$ cat config.mk
export PLATFORM = sky130hd
export DESIGN_NAME = maze_keypad_scan
export DESIGN_NICKNAME = d
export VERILOG_FILES = /design/src/rtl/maze_pkg.sv /design/src/rtl/sync_2ff.sv /design/src/rtl/maze_keypad_scan.sv
export SDC_FILE = /design/constraint.sdc
export NUM_CORES = 1
export LEC_CHECK = 0
export ABC_AREA = 0
export CELL_PAD_IN_SITES_DETAIL_PLACEMENT = 1
export CELL_PAD_IN_SITES_GLOBAL_PLACEMENT = 1
export CORE_MARGIN = 2
export CORE_UTILIZATION = 40
export CTS_BUF_LIST = sky130_fd_sc_hd__clkbuf_4 sky130_fd_sc_hd__clkbuf_8
export CTS_CLUSTER_SIZE = 12
export DETAILED_ROUTE_END_ITERATION = 10
export MAX_ROUTING_LAYER = met4
export PLACE_DENSITY = 0.85
export SETUP_SLACK_MARGIN = 0.1
export SLEW_MARGIN = 20
export SYNTH_ARGS = -nofsm -noshare
export SYNTH_HDL_FRONTEND = slang
export SYNTH_SLANG_ARGS = --single-unit
export TNS_END_PERCENT = 20
$ cat constraint.sdc
create_clock -name clk -period 3.28 [get_ports clk]
set_input_delay 0.328 -clock clk [delete_from_list [all_inputs] [get_ports clk]]
set_output_delay 0.328 -clock clk [all_outputs]
set_load 0.02 [all_outputs]
$ cat src/rtl/maze_pkg.sv
// Shared maze-game definitions: keypad geometry, key codes for the movement
// logic, and the lowest-pressed-key helper.
package maze_pkg;

  localparam int unsigned KP_COLS   = 5;
  localparam int unsigned KP_ROWS   = 4;
  localparam int unsigned KP_KEYS   = KP_COLS * KP_ROWS;
  localparam int unsigned KP_CODE_W = 5;

  typedef logic [KP_CODE_W-1:0] key_code_t;
  typedef logic [KP_KEYS-1:0]   key_map_t;

  // Key code = col*4 + row
  localparam key_code_t KEY_UP    = 5'd1;
  localparam key_code_t KEY_DOWN  = 5'd9;
  localparam key_code_t KEY_LEFT  = 5'd4;
  localparam key_code_t KEY_RIGHT = 5'd12;
  localparam key_code_t KEY_START = 5'd16;

  // Index of the lowest set bit; 0 when the map is empty.
  function automatic key_code_t kp_lowest(input key_map_t v);
    key_code_t idx;
    idx = '0;
    for (int i = KP_KEYS - 1; i >= 0; i--) begin
      if (v[i]) idx = KP_CODE_W'(i);
    end
    return idx;
  endfunction

endpackage

$ cat src/rtl/sync_2ff.sv
// Two-flop synchroniser for asynchronous level inputs; resets to RESET_VAL.
module sync_2ff #(
  parameter int unsigned       WIDTH     = 4,
  parameter logic [WIDTH-1:0]  RESET_VAL = '1
) (
  input  logic             clk,
  input  logic             clr,
  input  logic [WIDTH-1:0] i_d,
  output logic [WIDTH-1:0] o_q
);

  logic [WIDTH-1:0] r_meta;
  logic [WIDTH-1:0] r_sync;

  always_ff @(posedge clk) begin
    if (clr) begin
      r_meta <= RESET_VAL;
      r_sync <= RESET_VAL;
    end else begin
      r_meta <= i_d;
      r_sync <= r_meta;
    end
  end

  assign o_q = r_sync;

endmodule

$ cat src/rtl/maze_keypad_scan.sv
// 5x4 keypad scanner: column walk, frame debounce, lowest-new-press event
// register with valid/ack handshake and sticky overrun.
module maze_keypad_scan
  import maze_pkg::*;
#(
  parameter int unsigned SCAN_DIV   = 50000,
  parameter int unsigned DEBOUNCE_N = 4
) (
  input  logic               clk,
  input  logic               clr,
  output logic [KP_COLS-1:0] btn_x,
  input  logic [KP_ROWS-1:0] btn_y,
  output logic               key_valid,
  output key_code_t          key_code,
  input  logic               key_ack,
  output logic               key_down,
  output logic               overrun
);

  localparam int unsigned DCNT_W  = (SCAN_DIV > 1) ? $clog2(SCAN_DIV) : 1;
  localparam int unsigned MATCH_W = (DEBOUNCE_N > 1) ? $clog2(DEBOUNCE_N) : 1;
  localparam int unsigned COL_W   = 3;

  localparam logic [DCNT_W-1:0]  DCNT_LAST = DCNT_W'(SCAN_DIV - 1);
  localparam logic [MATCH_W-1:0] MATCH_SAT = MATCH_W'(DEBOUNCE_N - 1);
  localparam logic [COL_W-1:0]   COL_LAST  = COL_W'(KP_COLS - 1);

  logic [KP_ROWS-1:0] w_rows_n;
  logic               w_sample;
  logic               w_frame_end;
  logic [COL_W-1:0]   w_col_next;
  key_map_t           w_raw_next;
  logic               w_same;
  logic [MATCH_W-1:0] w_match_next;
  key_map_t           w_stable_next;
  key_map_t           w_newp;
  logic               w_event;
  logic               w_load;
  logic               w_ack;

  logic [COL_W-1:0]   r_col;
  logic [DCNT_W-1:0]  r_dcnt;
  key_map_t           r_raw;
  key_map_t           r_last;
  logic [MATCH_W-1:0] r_match;
  key_map_t           r_stable;
  logic [KP_COLS-1:0] r_btn_x;
  logic               r_key_valid;
  key_code_t          r_key_code;
  logic               r_key_down;
  logic               r_overrun;

  sync_2ff #(
    .WIDTH     (KP_ROWS),
    .RESET_VAL ({KP_ROWS{1'b1}})
  ) u_sync (
    .clk (clk),
    .clr (clr),
    .i_d (btn_y),
    .o_q (w_rows_n)
  );

  // Scan, debounce and press-detect next-state
  always_comb begin
    w_sample    = (r_dcnt == DCNT_LAST);
    w_frame_end = w_sample && (r_col == COL_LAST);
    w_col_next  = (r_col == COL_LAST) ? '0 : r_col + COL_W'(1);

    w_raw_next = r_raw;
    if (w_sample) begin
      for (int c = 0; c < int'(KP_COLS); c++) begin
        if (r_col == COL_W'(c)) w_raw_next[c*KP_ROWS +: KP_ROWS] = ~w_rows_n;
      end
    end

    w_same       = (w_raw_next == r_last);
    w_match_next = '0;
    if (w_same) begin
      w_match_next = (r_match == MATCH_SAT) ? r_match : r_match + MATCH_W'(1);
    end

    // Stable only moves once the frame has repeated DEBOUNCE_N times
    w_stable_next = r_stable;
    if (w_frame_end && (w_match_next == MATCH_SAT)) w_stable_next = w_raw_next;

    w_newp  = w_stable_next & ~r_stable;
    w_event = w_frame_end && (|w_newp);
    w_load  = w_event && (!r_key_valid || key_ack);
    w_ack   = key_ack && r_key_valid;
  end

  always_ff @(posedge clk) begin
    if (clr) begin
      r_col       <= '0;
      r_dcnt      <= '0;
      r_raw       <= '0;
      r_last      <= '0;
      r_match     <= '0;
      r_stable    <= '0;
      r_btn_x     <= ~KP_COLS'(1);
      r_key_valid <= 1'b0;
      r_key_code  <= '0;
      r_key_down  <= 1'b0;
      r_overrun   <= 1'b0;
    end else begin
      if (w_sample) begin
        r_dcnt  <= '0;
        r_raw   <= w_raw_next;
        r_col   <= w_col_next;
        r_btn_x <= ~(KP_COLS'(1) << w_col_next);
      end else begin
        r_dcnt <= r_dcnt + DCNT_W'(1);
      end

      if (w_frame_end) begin
        r_last     <= w_raw_next;
        r_match    <= w_match_next;
        r_stable   <= w_stable_next;
        r_key_down <= |w_stable_next;
      end

      // An ack in the same cycle as a new event makes room for it
      if (w_load) begin
        r_key_valid <= 1'b1;
        r_key_code  <= kp_lowest(w_newp);
      end else if (w_ack) begin
        r_key_valid <= 1'b0;
      end

      if (w_event && !w_load) r_overrun <= 1'b1;
      else if (w_ack)         r_overrun <= 1'b0;
    end
  end

  assign btn_x     = r_btn_x;
  assign key_valid = r_key_valid;
  assign key_code  = r_key_code;
  assign key_down  = r_key_down;
  assign overrun   = r_overrun;

endmodule

==> report_table.html, run 1 <==
<table>
<tr><th>Metric</th><th>Value</th></tr>
<tr><th colspan="2">Critical path</th></tr>
<tr><td>Max incr delay on CP</td><td>roughly 0.54 ns</td></tr>
<tr><td>Worst setup SP type</td><td>flop</td></tr>
<tr><td>Biggest fanout along the worst timing path</td><td>8</td></tr>
<tr><td>Critical path arrival</td><td>around 3.8 ns</td></tr>
<tr><td>CP Buf/Inv Count</td><td>4</td></tr>
<tr><td>Crit. Startpoint</td><td>r_dcnt[4]</td></tr>
<tr><td>CP top delay family</td><td>simple AND/OR/NAND/NOR gates</td></tr>
<tr><td>Critical setup path kind</td><td>reg -&gt; reg</td></tr>
<tr><td>Cell Chain, Critical Path</td><td>or4b_4 -&gt; buf_8 -&gt; nor4_4 -&gt; buf_4 -&gt; buf_4 -&gt; mux2i_1 -&gt; o22ai_1 -&gt; nor2_1 -&gt; nand4b_4 -&gt; o311ai_4 -&gt; buf_4 -&gt; o21ai_1 -&gt; o21ai_1</td></tr>
<tr><td>FF-to-FF End</td><td>key_code[0]</td></tr>
<tr><td>Register-to-register setup slack</td><td>-0.15 ns</td></tr>
<tr><td>CP required</td><td>approximately 3.6 ns</td></tr>
<tr><td>Number of cells on the worst reg-to-reg path</td><td>13</td></tr>
<tr><td>Worst Setup EP</td><td>key_code[0]</td></tr>
<tr><td>Slowest stage cell, crit path</td><td>sky130_fd_sc_hd__or4b_4</td></tr>
<tr><td>Crit path capture type</td><td>flop</td></tr>
<tr><td>Startpoint of the worst register-to-register path</td><td>r_dcnt[4]</td></tr>
<tr><td>Number of stages on the worst setup path</td><td>13</td></tr>
<tr><td>Cell occurring most often along the worst timing path</td><td>sky130_fd_sc_hd__buf_4</td></tr>
<tr><th colspan="2">Synth</th></tr>
<tr><td>Post-Synth XOR/XNOR Area</td><td>~2.8%</td></tr>
<tr><td>Synth top area cells</td><td>sky130_fd_sc_hd__dfxtp_1, sky130_fd_sc_hd__a21oi_1, sky130_fd_sc_hd__nand2_1</td></tr>
<tr><td>Adder and majority cell fraction of the synthesized area</td><td>1.393%</td></tr>
<tr><td>Post-Syn Nets</td><td>687</td></tr>
<tr><td>Cell count after synthesis</td><td>674</td></tr>
<tr><td>Synth Area in Compound Gates</td><td>between 20% and 30%</td></tr>
<tr><td>Most common cell in the synthesized netlist</td><td>sky130_fd_sc_hd__dfxtp_1</td></tr>
<tr><td>Share of synthesized area occupied by flip-flops and latches</td><td>37.90%</td></tr>
<tr><td>Count of distinct cell types in the synthesized netlist</td><td>between 70 and 80</td></tr>
<tr><td>Synthesized-area fraction occupied by and/or/nand/nor cells</td><td>between 30% and 40%</td></tr>
<tr><td>Commonest register cell after synthesis</td><td>sky130_fd_sc_hd__dfxtp_1</td></tr>
<tr><td>Area share of the largest cell type after synthesis</td><td>37.90%</td></tr>
<tr><td>Average cell area after synthesis</td><td>7.994 sq um</td></tr>
<tr><td>Combined area of all synthesized cells</td><td>about 5400 sq um</td></tr>
<tr><td>Async set-or-reset flop fraction in the synthesized netlist</td><td>0%</td></tr>
<tr><td>Number of warnings reported in the yosys synthesis log</td><td>0</td></tr>
<tr><td>Number of register bits inferred by synthesis</td><td>slightly above 100</td></tr>
<tr><td>Largest area contributor in the netlist</td><td>sky130_fd_sc_hd__dfxtp_1</td></tr>
<tr><td>Number of flops mapped to enable cells by yosys</td><td>0</td></tr>
<tr><td>Main combinational cell family by area after synthesis</td><td>simple AND/OR/NAND/NOR gates</td></tr>
<tr><td>List of most frequent post-synthesis cells</td><td>sky130_fd_sc_hd__dfxtp_1, sky130_fd_sc_hd__nand2_1, sky130_fd_sc_hd__a21oi_1</td></tr>
<tr><td>Share of synthesized area spent on multiplexers</td><td>1.881%</td></tr>
<tr><th colspan="2">Detailed routing</th></tr>
<tr><td>DRC violations left</td><td>0</td></tr>
<tr><td>Routed vias/inst</td><td>between 6 and 7</td></tr>
<tr><td>Antenna Nets Post-Route</td><td>0</td></tr>
<tr><td>Final wirelength</td><td>between 20,000 and 25,000 um</td></tr>
<tr><td>Detailed-route wire length per cell</td><td>around 24 um</td></tr>
<tr><td>Vias</td><td>between 6,000 and 7,000</td></tr>
<tr><td>Number of iterations in the first detailed-routing pass</td><td>5</td></tr>
<tr><td>Drt initial violations</td><td>around 650</td></tr>
<tr><th colspan="2">Power and ir drop</th></tr>
<tr><td>Net switching fraction of the power</td><td>between 20% and 30%</td></tr>
<tr><td>Leak</td><td>2.725 nW</td></tr>
<tr><td>Combinational cell fraction of total power</td><td>just over 3%</td></tr>
<tr><td>Internal Pwr Total</td><td>about 0.0016 W</td></tr>
<tr><td>Part of the total power dissipated in sequential elements</td><td>just under 60%</td></tr>
<tr><td>Maximum vdd drop</td><td>254.4 uV</td></tr>
<tr><td>Switching component of the power</td><td>between 0.0005 and 0.0006 W</td></tr>
<tr><td>Ratio of total power to cell area</td><td>~300 nW/um^2</td></tr>
<tr><td>Clock power share</td><td>37.7%</td></tr>
<tr><td>Post-layout total power</td><td>0.002114 W</td></tr>
<tr><th colspan="2">Timing</th></tr>
<tr><td>Rel. slew slack</td><td>51.59%</td></tr>
<tr><td>Final worst path period need</td><td>3.427 ns</td></tr>
<tr><td>Worst-Margin Slew</td><td>approximately 0.7 ns</td></tr>
<tr><td>Endpoints failing hold</td><td>0</td></tr>
<tr><td>Unrepaired setup endpoints after global routing</td><td>true</td></tr>
<tr><td>Post-route setup TNS</td><td>-2.293 ns</td></tr>
<tr><td>Final setup skew</td><td>approximately 0.034 ns</td></tr>
<tr><td>FMAX</td><td>about 0.3 GHz</td></tr>
<tr><td>Finish-stage setup viols</td><td>28</td></tr>
<tr><td>Slew Limit Fails</td><td>0</td></tr>
<tr><td>Final worst path period share</td><td>104.5%</td></tr>
<tr><td>Final Worst Setup Slack</td><td>-0.1470 ns</td></tr>
<tr><th colspan="2">Global route</th></tr>
<tr><td>Overall overflow remaining after global route</td><td>0</td></tr>
<tr><td>Initial antenna violation count</td><td>0</td></tr>
<tr><td>Gr usage total</td><td>between 30% and 40%</td></tr>
<tr><td>Pin count of the biggest net entering global routing</td><td>between 40 and 50</td></tr>
<tr><td>First-pass GRT wire length</td><td>roughly 33,000 um</td></tr>
<tr><td>Number of global-route vias before repair</td><td>around 5,900</td></tr>
<tr><th colspan="2">Clocking</th></tr>
<tr><td>Clk_lat worst skew</td><td>roughly 0.43 ns</td></tr>
<tr><td>Longest Clk Path Bufs</td><td>2</td></tr>
<tr><td># hold bufs at CTS</td><td>0</td></tr>
<tr><td>Root buffer selected by CTS</td><td>sky130_fd_sc_hd__clkbuf_8</td></tr>
<tr><td>Worst-path clk slew</td><td>0.13 ns</td></tr>
<tr><td>Total clock sinks</td><td>about 100</td></tr>
<tr><td>TritonCTS clock tree</td><td>built</td></tr>
<tr><td>Inserted Clock Buffers</td><td>9</td></tr>
<tr><td>Number of levels the H-tree was split into</td><td>3</td></tr>
<tr><th colspan="2">Finish</th></tr>
<tr><td>Ratio of cells with drive above 1 in the final layout</td><td>between 20% and 30%</td></tr>
<tr><td>Area of all placed cells without fillers</td><td>between 7000 and 8000 sq um</td></tr>
<tr><td>Count of antenna diodes in the layout</td><td>0</td></tr>
<tr><td>Non-filler cells, final</td><td>970</td></tr>
<tr><td>Number of nets at the end of the flow</td><td>802</td></tr>
<tr><td>Layout filler cell count</td><td>approximately 1,600</td></tr>
<tr><td>Layout overhead on the synthesized area</td><td>31.03%</td></tr>
<tr><th colspan="2">Floorplanning</th></tr>
<tr><td>Die height</td><td>120.1 um</td></tr>
<tr><td>Starting Density</td><td>40.85%</td></tr>
<tr><td>I/O pins</td><td>20</td></tr>
<tr><td>Overall die width</td><td>between 100 and 150 um</td></tr>
<tr><td>Area enclosed by the die boundary</td><td>~14,000 sq um</td></tr>
<tr><td>Number of standard-cell rows in the floorplan</td><td>42</td></tr>
<tr><td>Core footprint</td><td>roughly 13,000 sq um</td></tr>
<tr><th colspan="2">Placement</th></tr>
<tr><td>Placed instance area</td><td>6366 sq um</td></tr>
<tr><td>Cell total after placement</td><td>about 920</td></tr>
<tr><td>Setup Slack @ Placement</td><td>-0.09270 ns</td></tr>
<tr><td>Post-DP HPWL</td><td>~15,000 um</td></tr>
<tr><td>Final RePlAce weighted congestion</td><td>between 1 and 1.5</td></tr>
<tr><td>Port Buf Inserts</td><td>19</td></tr>
<tr><th colspan="2">Worst hold path</th></tr>
<tr><td>Tightest Hold Check Type</td><td>in -&gt; reg</td></tr>
<tr><th colspan="2">Run status</th></tr>
<tr><td>Run status</td><td>finished with violations</td></tr>
<tr><td>Violations in the final reports</td><td>setup timing</td></tr>
<tr><th colspan="2">Job</th></tr>
<tr><td>Max_cap viols</td><td>0</td></tr>
</table>
layer usage:
layer  vias to the layer above  track usage, %  wire, um
li1                       2645               -         -
met1                      2965           38.01      9015
met2                       402           48.62     10740
met3                       150           5.181      2262
met4                         0           11.84      1425
met5                         -               -         0
sequential cells by signal (all words and copies together) (netlist names):
signal         count
btn_x              5
u_sync.r_meta      4
r_raw             20
r_dcnt            16
r_stable          20
key_code           5
r_col              3
u_sync.o_q         4
key_down           1
key_valid          1
r_match            2
overrun            1
r_last            20
stage by stage:
step / util (%) / hold slack [ns]
finish: 53.52 / 0.3051
global route: 53.52 / 0.2904
CTS: 51.13 / 0.2655
detailed placement: 48.26 / 0.3949
global placement: 48.26 / 0.3954
floorplan: - / 0.3895
cells in the final DEF, fill, tap and decap left out, types with 4 or more instances in the layout:
cell	Yosys	final
sky130_fd_sc_hd__a211oi_1	12	7
sky130_fd_sc_hd__a211oi_2	0	4
sky130_fd_sc_hd__a21o_1	7	7
sky130_fd_sc_hd__a21oi_1	73	64
sky130_fd_sc_hd__a21oi_2	0	8
sky130_fd_sc_hd__a31oi_1	5	5
sky130_fd_sc_hd__and3_1	5	5
sky130_fd_sc_hd__buf_4	3	112
sky130_fd_sc_hd__buf_6	2	4
sky130_fd_sc_hd__clkbuf_8	0	9
sky130_fd_sc_hd__clkdlybuf4s50_1	0	18
sky130_fd_sc_hd__dfxtp_1	102	100
sky130_fd_sc_hd__ha_1	6	6
sky130_fd_sc_hd__inv_1	18	18
sky130_fd_sc_hd__mux2i_1	9	9
sky130_fd_sc_hd__nand2_1	87	83
sky130_fd_sc_hd__nand2_2	1	4
sky130_fd_sc_hd__nand2b_1	16	14
sky130_fd_sc_hd__nand3_1	14	13
sky130_fd_sc_hd__nand4_1	6	6
sky130_fd_sc_hd__nor2_1	69	66
sky130_fd_sc_hd__nor2_4	3	4
sky130_fd_sc_hd__nor2b_1	14	13
sky130_fd_sc_hd__nor3_1	20	16
sky130_fd_sc_hd__nor3_4	1	4
sky130_fd_sc_hd__nor4_1	19	18
sky130_fd_sc_hd__nor4_4	2	4
sky130_fd_sc_hd__o211ai_1	4	4
sky130_fd_sc_hd__o21a_1	5	5
sky130_fd_sc_hd__o21ai_0	33	25
sky130_fd_sc_hd__o21ai_1	2	7
sky130_fd_sc_hd__o22ai_1	11	10
sky130_fd_sc_hd__or2_2	11	11
sky130_fd_sc_hd__or3_1	8	7
sky130_fd_sc_hd__or4_4	2	4
sky130_fd_sc_hd__xnor2_1	7	6
sky130_fd_sc_hd__xor2_1	10	10
area by class of cell:
cell class / instances / area (sq um) / share of cell area (%)
multi-input combinational: 521 / 3441 / 48.74
sequential: 102 / 2044 / 28.96
timing repair buffer: 137 / 1106 / 15.67
tap: 176 / 220.2 / 3.119
clock buffer: 9 / 123.9 / 1.755
inverter: 18 / 67.56 / 0.9571
clock inverter: 7 / 56.30 / 0.7976
logic make-up after synthesis:
family,Yosys count
adder cells (fa/ha/maj),6
buffers and inverters,53
XOR/XNOR,17
flip-flops,102
multiplexers,10
AND/OR/NAND/NOR,306
AO/OA/AOI/OAI,180
power by group through the flow:
stage          logic (W)  registers (W)  clock network [W]
2_1_floorplan  0.0000363        0.00128                  0
3_3_place_gp   0.0000595        0.00128                  0
3_5_place_dp   0.0000611        0.00128                  0
4_1_cts        0.0000618        0.00125           0.000795
5_1_grt        0.0000698        0.00125           0.000836
6_report       0.0000654        0.00125           0.000797
worst min-delay path by stage:
stage	startpoint	cells after the start	to
floorplan	u_sync.r_meta[0]	1	u_sync.o_q[0]
global placement	u_sync.r_meta[0]	1	u_sync.o_q[0]
detailed placement	u_sync.r_meta[2]	1	u_sync.o_q[2]
CTS	clr	2	key_down
global route	clr	2	r_stable[5]
finish	clr	2	key_down
timing repair:
item | CTS | global route
cloned | 1 | 1
pin swaps | 17 | 28
setup buffers | 14 | 15
endpoints found under the setup margin | 29 | 30
gates resized for setup | 22 | 47
Note: power is estimated with default switching activity, not from simulation.
==> run 2: changes to the inputs <==
- CORE_UTILIZATION: 40 -> 43
- HOLD_SLACK_MARGIN: unset -> 0.15
- PLACE_DENSITY: 0.85 -> 0.9
==> report_table.html, run 2 (synthesis gave the netlist of run 1 again) <==
<table>
<tr><th>Metric</th><th>Value</th></tr>
<tr><th colspan="2">Finish</th></tr>
<tr><td>Leading cell type in the layout, fill and taps excluded</td><td>sky130_fd_sc_hd__dfxtp_1</td></tr>
<tr><td>Core Util, Final</td><td>around 57%</td></tr>
<tr><td>Ratio of cells with drive above 1 in the final layout</td><td>between 20% and 30%</td></tr>
<tr><td>Area of all placed cells without fillers</td><td>~6900 sq um</td></tr>
<tr><td>Multi-input logic area</td><td>3382 sq um</td></tr>
<tr><td>Biggest regs</td><td>r_last: 20 flops, r_raw: 20 flops, r_stable: 20 flops</td></tr>
<tr><td>Layout overhead on the synthesized area</td><td>28.17%</td></tr>
<tr><td>Area taken by flip-flops and latches</td><td>2044 sq um</td></tr>
<tr><td>Layout filler cell count</td><td>about 1,500</td></tr>
<tr><td>Count of antenna diodes in the layout</td><td>0</td></tr>
<tr><td>Most frequent cells in the layout</td><td>sky130_fd_sc_hd__dfxtp_1, sky130_fd_sc_hd__buf_4, sky130_fd_sc_hd__nand2_1</td></tr>
<tr><td>Number of nets at the end of the flow</td><td>787</td></tr>
<tr><th colspan="2">Worst hold path</th></tr>
<tr><td>Tightest Hold Check Type</td><td>in -&gt; reg</td></tr>
<tr><th colspan="2">Power and ir drop</th></tr>
<tr><td>Net switching fraction of the power</td><td>between 20% and 30%</td></tr>
<tr><td>Internal Pwr Total</td><td>about 0.0016 W</td></tr>
<tr><td>Switching component of the power</td><td>about 0.00054 W</td></tr>
<tr><td>Clock power share</td><td>between 30% and 40%</td></tr>
<tr><td>Combinational cell fraction of total power</td><td>3.1%</td></tr>
<tr><td>Leak</td><td>around 2.6 nW</td></tr>
<tr><td>Part of the total power dissipated in sequential elements</td><td>roughly 58%</td></tr>
<tr><td>Maximum vdd drop</td><td>approximately 330 uV</td></tr>
<tr><td>Ratio of total power to cell area</td><td>roughly 310 nW/um^2</td></tr>
<tr><th colspan="2">Clocking</th></tr>
<tr><td>Worst-path clk slew</td><td>between 0.1 and 0.15 ns</td></tr>
<tr><td>Root buffer selected by CTS</td><td>sky130_fd_sc_hd__clkbuf_8</td></tr>
<tr><td>Total clock sinks</td><td>about 100</td></tr>
<tr><td>Inserted Clock Buffers</td><td>9</td></tr>
<tr><td>Number of levels the H-tree was split into</td><td>3</td></tr>
<tr><td>TritonCTS clock tree</td><td>built</td></tr>
<tr><td>Longest Clk Path Bufs</td><td>2</td></tr>
<tr><td>Clk_lat worst skew</td><td>roughly 0.4 ns</td></tr>
<tr><th colspan="2">Global route</th></tr>
<tr><td>Number of global-route vias before repair</td><td>around 5,900</td></tr>
<tr><td>Gr usage total</td><td>about a third</td></tr>
<tr><td>Pin count of the biggest net entering global routing</td><td>44</td></tr>
<tr><td>First-pass GRT wire length</td><td>between 30,000 and 40,000 um</td></tr>
<tr><td>Overall overflow remaining after global route</td><td>0</td></tr>
<tr><td>Initial antenna violation count</td><td>0</td></tr>
<tr><th colspan="2">Timing</th></tr>
<tr><td>Final setup skew</td><td>between 0.015 and 0.02 ns</td></tr>
<tr><td>Final worst path period need</td><td>3.385 ns</td></tr>
<tr><td>Final Worst Setup Slack</td><td>-0.1047 ns</td></tr>
<tr><td>Slew Limit Fails</td><td>0</td></tr>
<tr><td>Final worst path period share</td><td>103.2%</td></tr>
<tr><td>Endpoints failing hold</td><td>0</td></tr>
<tr><td>Finish-stage setup viols</td><td>25</td></tr>
<tr><td>Rel. slew slack</td><td>~61%</td></tr>
<tr><td>FMAX</td><td>roughly 0.3 GHz</td></tr>
<tr><td>Worst-Margin Slew</td><td>just under 0.6 ns</td></tr>
<tr><td>Unrepaired setup endpoints after global routing</td><td>true</td></tr>
<tr><th colspan="2">Detailed routing</th></tr>
<tr><td>Antenna Nets Post-Route</td><td>0</td></tr>
<tr><td>Number of iterations in the first detailed-routing pass</td><td>6</td></tr>
<tr><td>Final wirelength</td><td>about 21,000 um</td></tr>
<tr><td>Routed vias/inst</td><td>6.072</td></tr>
<tr><td>DRC violations left</td><td>0</td></tr>
<tr><td>Detailed-route wire length per cell</td><td>22.19 um</td></tr>
<tr><td>Drt initial violations</td><td>roughly 600</td></tr>
<tr><td>Vias</td><td>5,750</td></tr>
<tr><th colspan="2">Floorplanning</th></tr>
<tr><td>I/O pins</td><td>20</td></tr>
<tr><td>Overall die width</td><td>approximately 120 um</td></tr>
<tr><td>Die height</td><td>around 120 um</td></tr>
<tr><td>Starting Density</td><td>roughly 44%</td></tr>
<tr><td>Area enclosed by the die boundary</td><td>13,440 sq um</td></tr>
<tr><td>Core footprint</td><td>12,110 sq um</td></tr>
<tr><td>Number of standard-cell rows in the floorplan</td><td>40</td></tr>
<tr><th colspan="2">Placement</th></tr>
<tr><td>Placed instance area</td><td>around 6400 sq um</td></tr>
<tr><td>Port Buf Inserts</td><td>19</td></tr>
<tr><td>Final RePlAce weighted congestion</td><td>approximately 1.0</td></tr>
<tr><td>Setup Slack @ Placement</td><td>-0.3296 ns</td></tr>
<tr><td>Post-DP HPWL</td><td>~15,000 um</td></tr>
<tr><th colspan="2">Run status</th></tr>
<tr><td>Violations in the final reports</td><td>setup timing</td></tr>
<tr><td>Run status</td><td>finished with violations</td></tr>
<tr><th colspan="2">Critical path</th></tr>
<tr><td>Critical setup path kind</td><td>reg -&gt; reg</td></tr>
<tr><td>CP required</td><td>3.56 ns</td></tr>
<tr><td>Critical path arrival</td><td>around 3.7 ns</td></tr>
<tr><td>Biggest fanout along the worst timing path</td><td>10</td></tr>
<tr><td>Slowest stage cell, crit path</td><td>sky130_fd_sc_hd__or4b_4</td></tr>
<tr><td>Cell Chain, Critical Path</td><td>or4b_4 -&gt; buf_6 -&gt; or4_4 -&gt; buf_4 -&gt; nor3_4 -&gt; or2_1 -&gt; a2bb2oi_1 -&gt; and4_4 -&gt; nand4_4 -&gt; buf_4 -&gt; o21ai_0 -&gt; o21ai_0</td></tr>
<tr><td>Crit path capture type</td><td>flop</td></tr>
<tr><td>Max incr delay on CP</td><td>slightly below 0.6 ns</td></tr>
<tr><td>Worst setup SP type</td><td>flop</td></tr>
<tr><th colspan="2">Job</th></tr>
<tr><td>Max_cap viols</td><td>0</td></tr>
</table>
run 2: cell types whose count changed in the layout (fill, tap and decap cells not counted), moves of 2 or more:
cell | previous run | this run
sky130_fd_sc_hd__buf_4 | 112 | 96
sky130_fd_sc_hd__o21ai_0 | 25 | 30
sky130_fd_sc_hd__buf_6 | 4 | 8
sky130_fd_sc_hd__a21oi_2 | 8 | 11
sky130_fd_sc_hd__nand2_2 | 4 | 7
sky130_fd_sc_hd__o21ai_1 | 7 | 4
sky130_fd_sc_hd__o21ai_2 | 3 | 0
sky130_fd_sc_hd__a211oi_1 | 7 | 9
sky130_fd_sc_hd__a211oi_2 | 4 | 2
sky130_fd_sc_hd__a21oi_1 | 64 | 62
sky130_fd_sc_hd__nand2_1 | 83 | 81
sky130_fd_sc_hd__or2_2 | 11 | 9
sky130_fd_sc_hd__or2_4 | 0 | 2
run 2: what timing repair did:
item                       CTS  global route
cloned                       1             0
resized for setup           30            29
buffers inserted             6             4
hold buffers                 0             0
hold endpoints to repair     0             0
setup endpoints to repair   30            30
pin swaps                   21            12
run 2: area by class of cell:
type / count / share of cell area [%]
Timing Repair Buffer: 123 / 14.42
Inverter: 18 / 0.9784
Tap cell: 168 / 3.044
Clock inverter: 7 / 1.178
Clock buffer: 9 / 1.794
Multi-Input combinational cell: 520 / 48.98
Sequential cell: 102 / 29.61
run 2: worst max-delay path: cells and delay by family, from the launching register on:
family          cells  cell delay, ns
flops               1            0.34
compound gates      3            0.52
simple gates        6            1.88
buf+inv             3            0.54
run 2: per-stage QoR:
stage	std cells	TNS [ns]	total power [W]	hold WS (ns)
2_1_floorplan	674	0	0.001314	0.3895
3_3_place_gp	920	-5.704	0.001340	0.3949
3_5_place_dp	920	-6.737	0.001343	0.3988
4_1_cts	943	-0.5958	0.002187	0.3828
5_1_grt	947	-3.424	0.002237	0.4071
6_report	947	-1.131	0.002173	0.4056
run 2: worst paths after layout:
kind         depth (start not counted)  slack [ns]            end        startpoint
max                                 12       -0.10    key_code[1]         r_dcnt[4]
min                                  2        0.41      r_raw[17]               clr
max reg2reg                         12       -0.10    key_code[1]         r_dcnt[4]
min reg2reg                          1        0.42  u_sync.o_q[0]  u_sync.r_meta[0]
run 2: power by group through the flow:
stage	clock (W)	combinational [W]	sequential, W
3_3_place_gp	0	0.0000596	0.00128
4_1_cts	0.000871	0.0000634	0.00125
5_1_grt	0.000913	0.0000704	0.00125
2_1_floorplan	0	0.0000363	0.00128
6_report	0.000854	0.0000665	0.00125
3_5_place_dp	0	0.0000621	0.00128
run 2: routing by layer:
metal / global-route usage [%] / routed length, um / vias to the layer above
li1: - / - / 2614
met1: 39.23 / 8734 / 2838
met2: 53.26 / 10210 / 233
met3: 5.962 / 1288 / 65
met4: 11.67 / 779 / 0
met5: - / 0 / -
==> run 3: changes to the inputs <==
- SLEW_MARGIN: 20 -> 5
- TNS_END_PERCENT: 20 -> 100
==> report_table.html, run 3 (synthesis gave the netlist of run 1 again) <==
<table>
<tr><th>Metric</th><th>Value</th></tr>
<tr><th colspan="2">Global route</th></tr>
<tr><td>Number of global-route vias before repair</td><td>6,049</td></tr>
<tr><td>Initial antenna violation count</td><td>0</td></tr>
<tr><td>First-pass GRT wire length</td><td>33,440 um</td></tr>
<tr><td>Pin count of the biggest net entering global routing</td><td>40</td></tr>
<tr><td>Overall overflow remaining after global route</td><td>0</td></tr>
<tr><td>Gr usage total</td><td>~34%</td></tr>
<tr><th colspan="2">Timing</th></tr>
<tr><td>Final setup skew</td><td>0.008902 ns</td></tr>
<tr><td>Finish-stage setup viols</td><td>27</td></tr>
<tr><td>FMAX</td><td>0.2837 GHz</td></tr>
<tr><td>Unrepaired setup endpoints after global routing</td><td>true</td></tr>
<tr><td>Endpoints failing hold</td><td>0</td></tr>
<tr><td>Final worst path period share</td><td>107.5%</td></tr>
<tr><td>Final Worst Setup Slack</td><td>-0.2454 ns</td></tr>
<tr><td>Worst-Margin Slew</td><td>slightly above 0.8 ns</td></tr>
<tr><td>Rel. slew slack</td><td>44.66%</td></tr>
<tr><td>Post-route setup TNS</td><td>-1.710 ns</td></tr>
<tr><td>Final worst path period need</td><td>roughly 3.5 ns</td></tr>
<tr><td>Slew Limit Fails</td><td>0</td></tr>
<tr><td>Final hold slack</td><td>0.4221 ns</td></tr>
<tr><th colspan="2">Critical path</th></tr>
<tr><td>Biggest fanout along the worst timing path</td><td>6</td></tr>
<tr><td>Cell occurring most often along the worst timing path</td><td>sky130_fd_sc_hd__buf_4</td></tr>
<tr><td>Max incr delay on CP</td><td>between 0.5 and 0.6 ns</td></tr>
<tr><td>Slowest stage cell, crit path</td><td>sky130_fd_sc_hd__or4b_4</td></tr>
<tr><td>Cell Chain, Critical Path</td><td>or4b_4 -&gt; buf_6 -&gt; buf_4 -&gt; nor4_4 -&gt; buf_4 -&gt; buf_4 -&gt; a21oi_1 -&gt; a211oi_1 -&gt; nor3_4 -&gt; nand4b_4 -&gt; o311ai_4 -&gt; or4_1 -&gt; a21oi_1</td></tr>
<tr><td>Critical setup path kind</td><td>reg -&gt; reg</td></tr>
<tr><td>Worst setup SP type</td><td>flop</td></tr>
<tr><td>Crit path capture type</td><td>flop</td></tr>
<tr><td>Crit. Startpoint</td><td>r_dcnt[4]</td></tr>
<tr><td>Startpoint of the worst register-to-register path</td><td>r_dcnt[4]</td></tr>
<tr><td>CP required</td><td>3.62 ns</td></tr>
<tr><td>Critical path arrival</td><td>between 3 and 4 ns</td></tr>
<tr><th colspan="2">Floorplanning</th></tr>
<tr><td>Overall die width</td><td>115.9 um</td></tr>
<tr><td>I/O pins</td><td>20</td></tr>
<tr><td>Core footprint</td><td>approximately 12,000 sq um</td></tr>
<tr><td>Area enclosed by the die boundary</td><td>around 13,000 sq um</td></tr>
<tr><td>Die height</td><td>115.9 um</td></tr>
<tr><td>Number of standard-cell rows in the floorplan</td><td>40</td></tr>
<tr><td>Starting Density</td><td>between 40 and 50%</td></tr>
<tr><th colspan="2">Clocking</th></tr>
<tr><td>Root buffer selected by CTS</td><td>sky130_fd_sc_hd__clkbuf_8</td></tr>
<tr><td>Longest Clk Path Bufs</td><td>2</td></tr>
<tr><td>Number of levels the H-tree was split into</td><td>3</td></tr>
<tr><td>Worst-path clk slew</td><td>around 0.10 ns</td></tr>
<tr><td>Total clock sinks</td><td>102</td></tr>
<tr><td>Inserted Clock Buffers</td><td>9</td></tr>
<tr><td>Clk_lat worst skew</td><td>slightly above 0.4 ns</td></tr>
<tr><td># hold bufs at CTS</td><td>0</td></tr>
<tr><td>TritonCTS clock tree</td><td>built</td></tr>
<tr><th colspan="2">Finish</th></tr>
<tr><td>Number of nets at the end of the flow</td><td>roughly 800</td></tr>
<tr><td>Layout overhead on the synthesized area</td><td>30.96%</td></tr>
<tr><td>Area of all placed cells without fillers</td><td>just over 7000 sq um</td></tr>
<tr><td>Non-filler cells, final</td><td>962</td></tr>
<tr><td>Ratio of cells with drive above 1 in the final layout</td><td>around 29%</td></tr>
<tr><td>Leading cell type in the layout, fill and taps excluded</td><td>sky130_fd_sc_hd__buf_4</td></tr>
<tr><td>Count of antenna diodes in the layout</td><td>0</td></tr>
<tr><td>Most frequent cells in the layout</td><td>sky130_fd_sc_hd__buf_4, sky130_fd_sc_hd__dfxtp_1, sky130_fd_sc_hd__nand2_1</td></tr>
<tr><td>Biggest regs</td><td>r_last: 20 flops, r_raw: 20 flops, r_stable: 20 flops</td></tr>
<tr><td>Core Util, Final</td><td>58.25%</td></tr>
<tr><th colspan="2">Run status</th></tr>
<tr><td>Run status</td><td>finished with violations</td></tr>
<tr><td>Violations in the final reports</td><td>setup timing</td></tr>
<tr><th colspan="2">Worst hold path</th></tr>
<tr><td>Tightest Hold Check Type</td><td>reg -&gt; reg</td></tr>
<tr><td>Origin of the worst min-delay path</td><td>u_sync.r_meta[1]</td></tr>
<tr><th colspan="2">Power and ir drop</th></tr>
<tr><td>Maximum vdd drop</td><td>around 320 uV</td></tr>
<tr><td>Leak</td><td>between 2 and 3 nW</td></tr>
<tr><td>Ratio of total power to cell area</td><td>approximately 310 nW/um^2</td></tr>
<tr><th colspan="2">Placement</th></tr>
<tr><td>Final RePlAce weighted congestion</td><td>0.9533</td></tr>
<tr><td>Post-DP HPWL</td><td>15,360 um</td></tr>
<tr><td>Port Buf Inserts</td><td>19</td></tr>
<tr><td>Cell total after placement</td><td>930</td></tr>
<tr><td>Placed instance area</td><td>around 6400 sq um</td></tr>
<tr><th colspan="2">Detailed routing</th></tr>
<tr><td>Detailed-route wire length per cell</td><td>approximately 23 um</td></tr>
<tr><td>Number of iterations in the first detailed-routing pass</td><td>5</td></tr>
<tr><td>Drt initial violations</td><td>approximately 470</td></tr>
<tr><td>Routed vias/inst</td><td>6.040</td></tr>
<tr><td>Antenna Nets Post-Route</td><td>0</td></tr>
<tr><td>Vias</td><td>5,810</td></tr>
<tr><td>DRC violations left</td><td>0</td></tr>
<tr><td>Final wirelength</td><td>between 20,000 and 25,000 um</td></tr>
<tr><th colspan="2">Job</th></tr>
<tr><td>Max_cap viols</td><td>0</td></tr>
</table>
-- run 3: cell types whose count changed in the layout (fill, tap and decap cells not counted), sizes merged --
cell | previous run | this run
buf | 105 | 120
clkbuf | 9 | 11
inv | 21 | 19
-- run 3: area by class of cell --
| class | instances | area, sq um |
|---|---|---|
| Fill cell | 1473 | 5056 |
| Inverter | 18 | 67.56 |
| Sequential cell | 102 | 2044 |
| Multi-Input combinational cell | 520 | 3400 |
| Timing Repair Buffer | 138 | 1131 |
| Clock inverter | 5 | 57.56 |
| Tap cell | 168 | 210.2 |
| Clock buffer | 11 | 145.1 |
-- run 3: power breakdown --
part	internal (W)	switching, W
sequential	0.00125	0.00000741
combinational	0.0000204	0.0000429
clock	0.000384	0.000471
total	0.00165	0.000522
-- run 3: metal layers --
layer | wire length (um) | GRT usage [%]
met5 | 0 | -
met4 | 785 | 15.00
met3 | 1422 | 6.695
met2 | 10640 | 55.67
met1 | 8959 | 41.26
-- run 3: what timing repair did --
| item | 4_1_cts | 5_1_grt |
|---|---|---|
| pin swaps | 36 | 4 |
| gates resized for setup | 57 | 19 |
| setup endpoints to repair | 30 | 30 |
| buffers inserted | 11 | 4 |
| gates cloned | 1 | 0 |
-- run 3: final timing paths --
kind / endpoint / slack (ns) / cells after the start
min reg2reg: u_sync.o_q[1] / 0.42 / 1
max reg2reg: key_code[3] / -0.25 / 13
max: key_code[3] / -0.25 / 13
min: u_sync.o_q[1] / 0.42 / 1
-- run 3: metrics by stage --
step / worst slack (ns) / total power [W]
2_1_floorplan: 0.05226 / 0.001314
3_3_place_gp: -0.2078 / 0.001338
3_5_place_dp: -0.2984 / 0.001341
4_1_cts: -0.1245 / 0.002177
5_1_grt: -0.3132 / 0.002235
6_report: -0.2454 / 0.002171
-- run 3: critical path, delay by kind of cell (launching register included) --
family                 cells  cell delay [ns]
flip-flops                 1             0.33
buffers and inverters      4             0.61
AO/OA/AOI/OAI              4             0.95
AND/OR/NAND/NOR            5             1.55
